--- src/rtl/divider_mips_if.sv ---
// Operand/result bundle for the sequential MIPS divider.
interface divider_mips_if #(
  parameter int unsigned WIDTH = 16
);
  logic                 start;
  logic [2*WIDTH-1:0]   dividend;
  logic [WIDTH-1:0]     divisor;
  logic [WIDTH-1:0]     quotient;
  logic [WIDTH-1:0]     remainder;
  logic                 validity;
  logic                 busy;
  logic                 div_by_zero;
  logic                 overflow;

  modport master (
    output start, dividend, divisor,
    input  quotient, remainder, validity, busy, div_by_zero, overflow
  );

  modport slave (
    input  start, dividend, divisor,
    output quotient, remainder, validity, busy, div_by_zero, overflow
  );
endinterface

--- src/rtl/divider_mips.sv ---
// Unsigned 2W-by-W restoring divider, one quotient bit per clock, with
// up-front divide-by-zero and quotient-overflow detection.
module divider_mips #(
  parameter int unsigned WIDTH = 16
) (
  input logic           clk,
  input logic           rst_n,
  divider_mips_if.slave bus
);

  localparam int unsigned CntW = $clog2(WIDTH);

  typedef enum logic [1:0] {StIdle, StRun, StDone} state_e;

  state_e            state_q;
  // Partial remainder kept at W bits: it stays below the divisor, so the
  // extra borrow bit lives only in the trial subtraction below.
  logic [WIDTH-1:0]  p_q;
  logic [WIDTH-1:0]  q_q;
  logic [WIDTH-1:0]  dvsr_q;
  logic [CntW-1:0]   cnt_q;
  logic [WIDTH-1:0]  quot_q;
  logic [WIDTH-1:0]  rem_q;
  logic              valid_q;
  logic              busy_q;
  logic              dbz_q;
  logic              ovf_q;

  logic [WIDTH:0]    s;
  logic [WIDTH-1:0]  diff;
  logic              t_ok;
  logic [WIDTH-1:0]  p_next;
  logic [WIDTH-1:0]  q_next;

  always_comb begin
    s      = {p_q, q_q[WIDTH-1]};
    t_ok   = (s >= {1'b0, dvsr_q});
    // True difference is below the divisor, so the low W bits are exact.
    diff   = s[WIDTH-1:0] - dvsr_q;
    p_next = t_ok ? diff : s[WIDTH-1:0];
    q_next = {q_q[WIDTH-2:0], t_ok};
  end

  always_ff @(posedge clk or negedge rst_n) begin
    if (!rst_n) begin
      state_q <= StIdle;
      p_q     <= '0;
      q_q     <= '0;
      dvsr_q  <= '0;
      cnt_q   <= '0;
      quot_q  <= '0;
      rem_q   <= '0;
      valid_q <= 1'b0;
      busy_q  <= 1'b0;
      dbz_q   <= 1'b0;
      ovf_q   <= 1'b0;
    end else begin
      case (state_q)
        StIdle: begin
          if (bus.start) begin
            dvsr_q <= bus.divisor;
            cnt_q  <= '0;
            busy_q <= 1'b1;
            if (bus.divisor == '0 || bus.dividend[2*WIDTH-1:WIDTH] >= bus.divisor) begin
              dbz_q   <= (bus.divisor == '0);
              ovf_q   <= (bus.divisor != '0);
              quot_q  <= '1;
              rem_q   <= bus.dividend[WIDTH-1:0];
              valid_q <= 1'b1;
              state_q <= StDone;
            end else begin
              dbz_q   <= 1'b0;
              ovf_q   <= 1'b0;
              p_q     <= bus.dividend[2*WIDTH-1:WIDTH];
              q_q     <= bus.dividend[WIDTH-1:0];
              state_q <= StRun;
            end
          end
        end
        StRun: begin
          p_q   <= p_next;
          q_q   <= q_next;
          cnt_q <= cnt_q + 1'b1;
          if (cnt_q == CntW'(WIDTH - 1)) begin
            quot_q  <= q_next;
            rem_q   <= p_next;
            valid_q <= 1'b1;
            state_q <= StDone;
          end
        end
        StDone: begin
          valid_q <= 1'b0;
          busy_q  <= 1'b0;
          state_q <= StIdle;
        end
        default: state_q <= StIdle;
      endcase
    end
  end

  assign bus.quotient    = quot_q;
  assign bus.remainder   = rem_q;
  assign bus.validity    = valid_q;
  assign bus.busy        = busy_q;
  assign bus.div_by_zero = dbz_q;
  assign bus.overflow    = ovf_q;

endmodule
--- src/flat_wrapper.sv ---
// flat-port wrapper written by rule: the top's interface ports become plain ports
module divider_mips_flat 
#(
  parameter int unsigned WIDTH = 16
)
  (clk, rst_n, bus_start, bus_dividend, bus_divisor, bus_quotient, bus_remainder, bus_validity, bus_busy, bus_div_by_zero, bus_overflow);
  divider_mips_if #(.WIDTH(WIDTH)) bus_i ();
  input logic clk;
  input logic rst_n;
  input wire logic [$bits(bus_i.start)-1:0] bus_start;
  input wire logic [$bits(bus_i.dividend)-1:0] bus_dividend;
  input wire logic [$bits(bus_i.divisor)-1:0] bus_divisor;
  output wire logic [$bits(bus_i.quotient)-1:0] bus_quotient;
  output wire logic [$bits(bus_i.remainder)-1:0] bus_remainder;
  output wire logic [$bits(bus_i.validity)-1:0] bus_validity;
  output wire logic [$bits(bus_i.busy)-1:0] bus_busy;
  output wire logic [$bits(bus_i.div_by_zero)-1:0] bus_div_by_zero;
  output wire logic [$bits(bus_i.overflow)-1:0] bus_overflow;
  assign bus_i.start = bus_start;
  assign bus_i.dividend = bus_dividend;
  assign bus_i.divisor = bus_divisor;
  assign bus_quotient = bus_i.quotient;
  assign bus_remainder = bus_i.remainder;
  assign bus_validity = bus_i.validity;
  assign bus_busy = bus_i.busy;
  assign bus_div_by_zero = bus_i.div_by_zero;
  assign bus_overflow = bus_i.overflow;
  divider_mips #(.WIDTH(WIDTH)) u_core (.clk(clk), .rst_n(rst_n), .bus(bus_i));
endmodule
--- config.mk ---
export PLATFORM = sky130hd
export DESIGN_NAME = divider_mips_flat
export DESIGN_NICKNAME = d
export VERILOG_FILES = /design/src/rtl/divider_mips_if.sv /design/src/rtl/divider_mips.sv /design/src/flat_wrapper.sv
export SDC_FILE = /design/constraint.sdc
export NUM_CORES = 1
export LEC_CHECK = 0
export BUFFER_PORTS_ARGS = -buffer_cell sky130_fd_sc_hd__buf_2
export CAP_MARGIN = 15
export CORE_ASPECT_RATIO = 1.75
export CORE_MARGIN = 2
export CORE_UTILIZATION = 62
export DETAILED_ROUTE_END_ITERATION = 10
export PLACE_DENSITY = 0.87
export SYNTH_ARGS = -nofsm -noshare
export SYNTH_HDL_FRONTEND = slang
export SYNTH_SLANG_ARGS = --single-unit
export TNS_END_PERCENT = 50
--- constraint.sdc ---
create_clock -name clk -period 5.1 [get_ports clk]
set_input_delay 0.51 -clock clk [delete_from_list [all_inputs] [get_ports clk]]
set_output_delay 0.51 -clock clk [all_outputs]
set_load 0.03 [all_outputs]
Word-level counts from Yosys, hierarchy flattened
Index checks and enable logic that the tools add are counted.
{"block": "totals", "out_inout_bits": 36, "ff_bits": 90, "wordCells": 65}
{"block": "classes", "n_eq_ne": 7, "order_cmp": 2, "n_addsub": 2, "n_mux": 29, "n_reduce_logical": 14}
{"cell": "$mux 16", "count": 11}
{"cell": "$pmux 16 s2", "count": 4}
{"cell": "$ge 17x16->1", "count": 1}
{"cell": "$ge 16x16->1", "count": 1}
{"cell": "$logic_not 16->1", "count": 1}
{"cell": "$reduce_bool 16->1", "count": 1}
{"cell": "$sub 16x16->16", "count": 1}
{"cell": "$pmux 4 s2", "count": 1}
{"cell": "$reduce_and 2->1", "count": 4}
{"cell": "$reduce_and 4->1", "count": 2}
{"cell": "$mux 1", "count": 6}
{"cell": "$mux 2", "count": 3}
{"cell": "$add 4x1->4 const B", "count": 1}
{"cell": "$eq 4x4->1 const B", "count": 1}
{"cell": "$mux 4", "count": 1}
{"cell": "$ne 2x1->1 const B", "count": 2}
{"cell": "$ne 2x2->1 const B", "count": 2}
{"cell": "$pmux 2 s2", "count": 1}
{"cell": "$reduce_bool 2->1", "count": 2}
{"cell": "$pmux 1 s3", "count": 1}
{"cell": "$reduce_and 3->1", "count": 1}
{"cell": "$reduce_bool 3->1", "count": 1}
{"cell": "$eq 2x1->1 const B", "count": 1}
{"cell": "$eq 2x2->1 const B", "count": 1}
{"cell": "other kinds (3)", "count": 3}

Logic depth before layout (Yosys ltp)
{"block": "depth", "depth_word": 5, "mapped_depth": 13}

Least setup slack after synthesis
No wires, ideal clock.
{"block": "synth_path", "path_kind": "input port to flip-flop", "startpoint": "input port bus_dividend[16]", "endpoint": "register u_core.quot_q[0] (netlist: u_core.bus.quotient[0])", "cell_stages": 12, "t_required_ns": 4.975, "t_arrival_ns": 2.458, "setup_slack_ns": 2.517, "setup_ns": 0.125, "path_buffers": 1, "path_cell_list": "inv_1 > ha_1 > nand2b_1 > a21o_1 > a211o_1 > a211oi_2 > o21ai_1 > a22oi_2 > or2_4 > buf_6 > inv_4 > mux2_4"}
{"block": "synth_between", "elab_chain_cells": 4}
{"element": "start, declared", "line": "flat_wrapper.sv:11", "text": "input wire logic [$bits(bus_i.dividend)-1:0] bus_dividend;"}
{"element": "$ge 16x16->1", "line": "divider_mips.sv:64", "text": "if (bus.divisor == '0 || bus.dividend[2*WIDTH-1:WIDTH] >= bus.divisor) begin"}
{"element": "$logic_or 1x1->1", "line": "divider_mips.sv:64"}
{"element": "$ne 2x1->1 (no line)"}
{"element": "$reduce_and 4->1 (no line)"}
{"element": "end signal, assigned", "line": "divider_mips.sv:85", "text": "quot_q <= q_next;"}
{"element": "end, declared", "line": "divider_mips.sv:22", "text": "logic [WIDTH-1:0] quot_q;"}
No other way between the ends.
A chain may end at the register's enable or synchronous reset.

Final worst setup path
{"block": "layout_path", "startpoint": "register u_core.p_q[9]", "endpoint": "register u_core.rem_q[2] (netlist: u_core.bus.remainder[2])"}
{"block": "layout_between", "elab_chain_cells": 4}
{"element": "start, declared", "line": "divider_mips.sv:18", "text": "logic [WIDTH-1:0] p_q;"}
{"element": "start signal, assigned", "line": "divider_mips.sv:74", "text": "p_q <= bus.dividend[2*WIDTH-1:WIDTH];"}
{"element": "start signal, assigned", "line": "divider_mips.sv:81", "text": "p_q <= p_next;"}
{"element": "$ge 17x16->1", "line": "divider_mips.sv:37", "text": "t_ok = (s >= {1'b0, dvsr_q});"}
{"element": "$mux 16", "line": "divider_mips.sv:40", "text": "p_next = t_ok ? diff : s[WIDTH-1:0];"}
{"element": "$mux 16", "line": "divider_mips.sv:84", "text": "if (cnt_q == CntW'(WIDTH - 1)) begin"}
{"element": "$pmux 16 s2", "line": "divider_mips.sv:58", "text": "case (state_q)"}
{"element": "end signal, assigned", "line": "divider_mips.sv:68", "text": "rem_q <= bus.dividend[WIDTH-1:0];"}
{"element": "end signal, assigned", "line": "divider_mips.sv:86", "text": "rem_q <= p_next;"}
{"element": "end, declared", "line": "divider_mips.sv:23", "text": "logic [WIDTH-1:0] rem_q;"}
No other way between the ends. The select of a mux whose other input is x is not followed.

==> key figures <==
STA
  – Final setup TNS: 0 ps
  – Final Hold Vio Count: 0
  – Final Max Slew Viols: 0
  – Slew Limit Headroom: 0.2804
  – Final worst-path cycle share: 0.6655
  – Final clock skew: ~6.4 ps
  – Peak Freq: around 300 MHz
  – Worst Tran Pin Value: 1079 ps
  – RSZ-0062 raised after global routing: false
  – Setup Viol. Count Final: 0
  – Fin crit period: between 3000 and 4000 ps

Power and ir drop
  – Pwr dens: a little over 800 nW/um2
  – Leak: 2.980 nW
  – Peak supply drop: 0.0004165 V

Yosys
  – Post-Synthesis Cells: 598
  – Mapped Area: 5365 um2
  – Synth Area in XOR/XNOR: 0.02285
  – Ys Warns: 0
  – Synth Flop Type: dfrtp_1
  – Avg Cell Area, Syn: roughly 9.0 um2
  – Largest family of logic cells by synthesized area: compound AO/OA/AOI/OAI gates
  – Compound-Gate Fraction of Synth Area: 0.2327
  – Netlist cell types: between 50 and 60
  – Post-synthesis simple-gate area fraction: 0.1434
  – Post-synth EDFFs: 0
  – Async S/R FF share, synth: 1.000
  – Syn Nets: 683
  – Sequential element share of the synthesized area: 0.4198
  – Mux contribution to synthesized area: 0.03965
  – Synthesis-stage register bit count: 90
  – Post-Synth Adder-Cell Area: 0.08069

Hold path
  – Hold Path Class: in2async

Final layout
  – Share of post-route cells with drive strength above 1: 0.2057
  – Core Util, Final: 0.7319
  – Layout Area Growth over Synthesis: 14.16%
  – Post-Layout Inst Area: 6125 um2
  – Diode count: 0
  – Fin nets: 751

Critical path
  – Critical Path Fanout Max: 31
  – Critical Path Source Type: flop
  – Reg2reg setup slack: 1710 ps
  – Crit path cell chain: ha_1 > nand3_1 > nor4_1 > nor2_1 > nand4_1 > nand2_1 > mux2i_1 > o21ai_0 > mux2_4
  – WP data arrival: roughly 3600 ps
  – Slowest cell on crit path: nand2_1
  – Slowest stage delay, CP: 610 ps
  – WP buf/inv: 0
  – Critical R2R Launch: u_core.p_q[9]
  – CP Class: reg2reg
  – Reg2Reg Depth: 9
  – Crit. Startpoint: u_core.p_q[9]
  – CP delay by family, top: simple AND/OR/NAND/NOR gates
  – CP required: 5330 ps
  – Setup crit end kind: flop
  – Worst r2r dst: u_core.bus.remainder[2]

Floorplan
  – Initial Util: 0.6411
  – Die height: about 130 um
  – Total core area: 8368 um2
  – Num rows: 44
  – Die width: 74.32 um
  – I/O pin cnt: 87
  – Die Area: 9443 um2

Clock network
  – Post-CTS setup buffer count: 0
  – Clk_lat worst skew: 350 ps
  – Root buf cell: clkbuf_16
  – Hold_buf cts: 0
  – Worst-path clk slew: 70 ps
  – Deepest clock path buffer count: 2
  – H-Tree Depth: 3
  – CTS sink count: 90
  – CTS tree: yes
  – Total CTS buffers: 9
  – Post-CTS sizing: 0

Detailed routing
  – Routed vias: 4800
  – DR iter-0 viols: 403
  – Drt total wl: 13830 um
  – DRC: 0
  – Post-DRT Antenna Nets: 0
  – Pre-Repair DR Iteration Count: 9
  – Avg Vias per Cell: 6.107
  – Wire length per cell: 17.59 um

Run
  – Max-cap violations: 0

Global routing
  – Antenna violations before repair: 0
  – Met2 GRT Util: 0.5278
  – Met3 usage: 0.03470
  – Largest net degree at the start of global routing: 55
  – First-pass GRT wire length: 22540 um
  – Grt met1 use: 0.3614
  – Number of global-route vias before repair: 4780
  – GR peak layer: met2
  – All-Layer GR Usage: 0.3103
  – Grt total ovfl: 0

Place
  – Gpl congestion: 0.9603
  – DP Wirelength: 9818 um
  – IO Port Bufs: 86
  – Area after DPL: 5827 um2

Status
  – Status: complete, no violations
-- layout make-up --
type	instances	area [um2]
multi-input combinational	431	2793
sequential	90	2252
fill	620	2243
timing repair buffer	92	478.0
clock buffer	12	246.5
inverter	42	160.2
tap	115	143.9
clock inverter	4	51.30
-- metal layers --
metal / wire length, um / share of wire
met5: 0 / 0
met4: 747 / 0.054
met3: 718 / 0.052
met2: 7167 / 0.52
met1: 5191 / 0.38
-- kinds of logic after synthesis --
group	after synthesis
multiplexers	19
AO/OA/AOI/OAI	186
XOR/XNOR	14
AND/OR/NAND/NOR	178
buffers and inverters	77
flip-flops	90
adder cells (fa/ha/maj)	34
-- synthesized netlist by cell type, types with 2 or more instances --
cell / number / area share
dfrtp_1: 90 / 0.42
nand2_1: 68 / 0.048
o21ai_0: 65 / 0.061
nor2_1: 63 / 0.044
inv_1: 41 / 0.029
ha_1: 33 / 0.077
a21oi_1: 25 / 0.023
o21ai_1: 22 / 0.021
clkbuf_1: 20 / 0.014
nand3_1: 14 / 0.013
a211oi_1: 13 / 0.018
mux2i_1: 13 / 0.024
o31ai_1: 13 / 0.018
o31ai_2: 12 / 0.028
a21o_1: 11 / 0.015
buf_2: 10 / 0.0093
xor2_1: 9 / 0.015
nor3_1: 7 / 0.0065
nor4_1: 5 / 0.0058
xnor2_1: 5 / 0.0082
mux2_4: 4 / 0.011
nand2b_1: 4 / 0.0047
nand4_1: 4 / 0.0047
o21bai_1: 4 / 0.0056
or3_1: 4 / 0.0047
a22o_1: 3 / 0.0049
buf_6: 3 / 0.0063
o21a_1: 3 / 0.0042
a2111oi_4: 2 / 0.010
a211oi_2: 2 / 0.0047
a31oi_1: 2 / 0.0023
and3_1: 2 / 0.0023
buf_1: 2 / 0.0014
mux2_2: 2 / 0.0042
-- through the flow --
stage	setup WS, ps	total power, mW	hold slack, ps	instances
after floorplan	2517	3.643	214.4	598
after global placement	1874	4.175	463.9	770
after detailed placement	1716	4.307	470.6	770
after CTS	1901	5.023	138.6	786
after global routing	1478	5.424	167.5	786
final	1706	5.083	127.5	786
-- worst max path at each step --
stage / endpoint / slack (ps) / cells past startpoint
finish: u_core.bus.remainder[2] / 1710 / 9
detailed placement: u_core.p_q[0] / 1720 / 12
global route: u_core.p_q[8] / 1480 / 8
floorplan: u_core.bus.quotient[0] / 2520 / 12
global placement: u_core.bus.remainder[12] / 1870 / 12
CTS: u_core.bus.remainder[2] / 1900 / 9
-- worst reg2reg max path, cell delays in order (launching register included) --
cell and delay (ps):
dfrtp_1 430, ha_1 410, nand3_1 240, nor4_1 430
nor2_1 70, nand4_1 120, nand2_1 610, mux2i_1 430
o21ai_0 220, mux2_4 320
-- registers in the layout (all words and copies together) (netlist names) --
register	count
u_core.q_q	16
u_core.p_q	16
u_core.bus.overflow	1
u_core.dvsr_q	16
u_core.bus.busy	1
u_core.bus.div_by_zero	1
u_core.state_q	2
u_core.bus.quotient	16
u_core.cnt_q	4
u_core.bus.validity	1
u_core.bus.remainder	16
-- cells in the final DEF, fill, tap and decap left out, drive strengths merged, types with 2 or more instances in the layout --
cell,n
clkbuf,12
a22o,3
o21a,3
or2,2
xnor2,5
a22oi,2
nand4,4
o21ai,88
clkinv,2
ha,33
o21bai,4
nor2,64
nand2b,4
mux2i,13
nand2,69
inv,42
nor4,5
dfrtp,90
a21o,11
and3,2
a2111oi,2
a211oi,15
buf,92
xor2,9
nand3,14
a31oi,2
nor3,7
o31ai,25
or3,4
a21oi,25
mux2,6
-- power by group --
group	internal [mW]	total [mW]	leakage (nW)	switching (mW)
Sequential	1.07	1.32	1.10	0.248
Clock	0.393	0.666	0.143	0.273
Combinational	1.10	3.09	1.74	2.00
Total	2.57	5.08	2.98	2.52
Note: power is estimated with default switching activity, not from simulation.
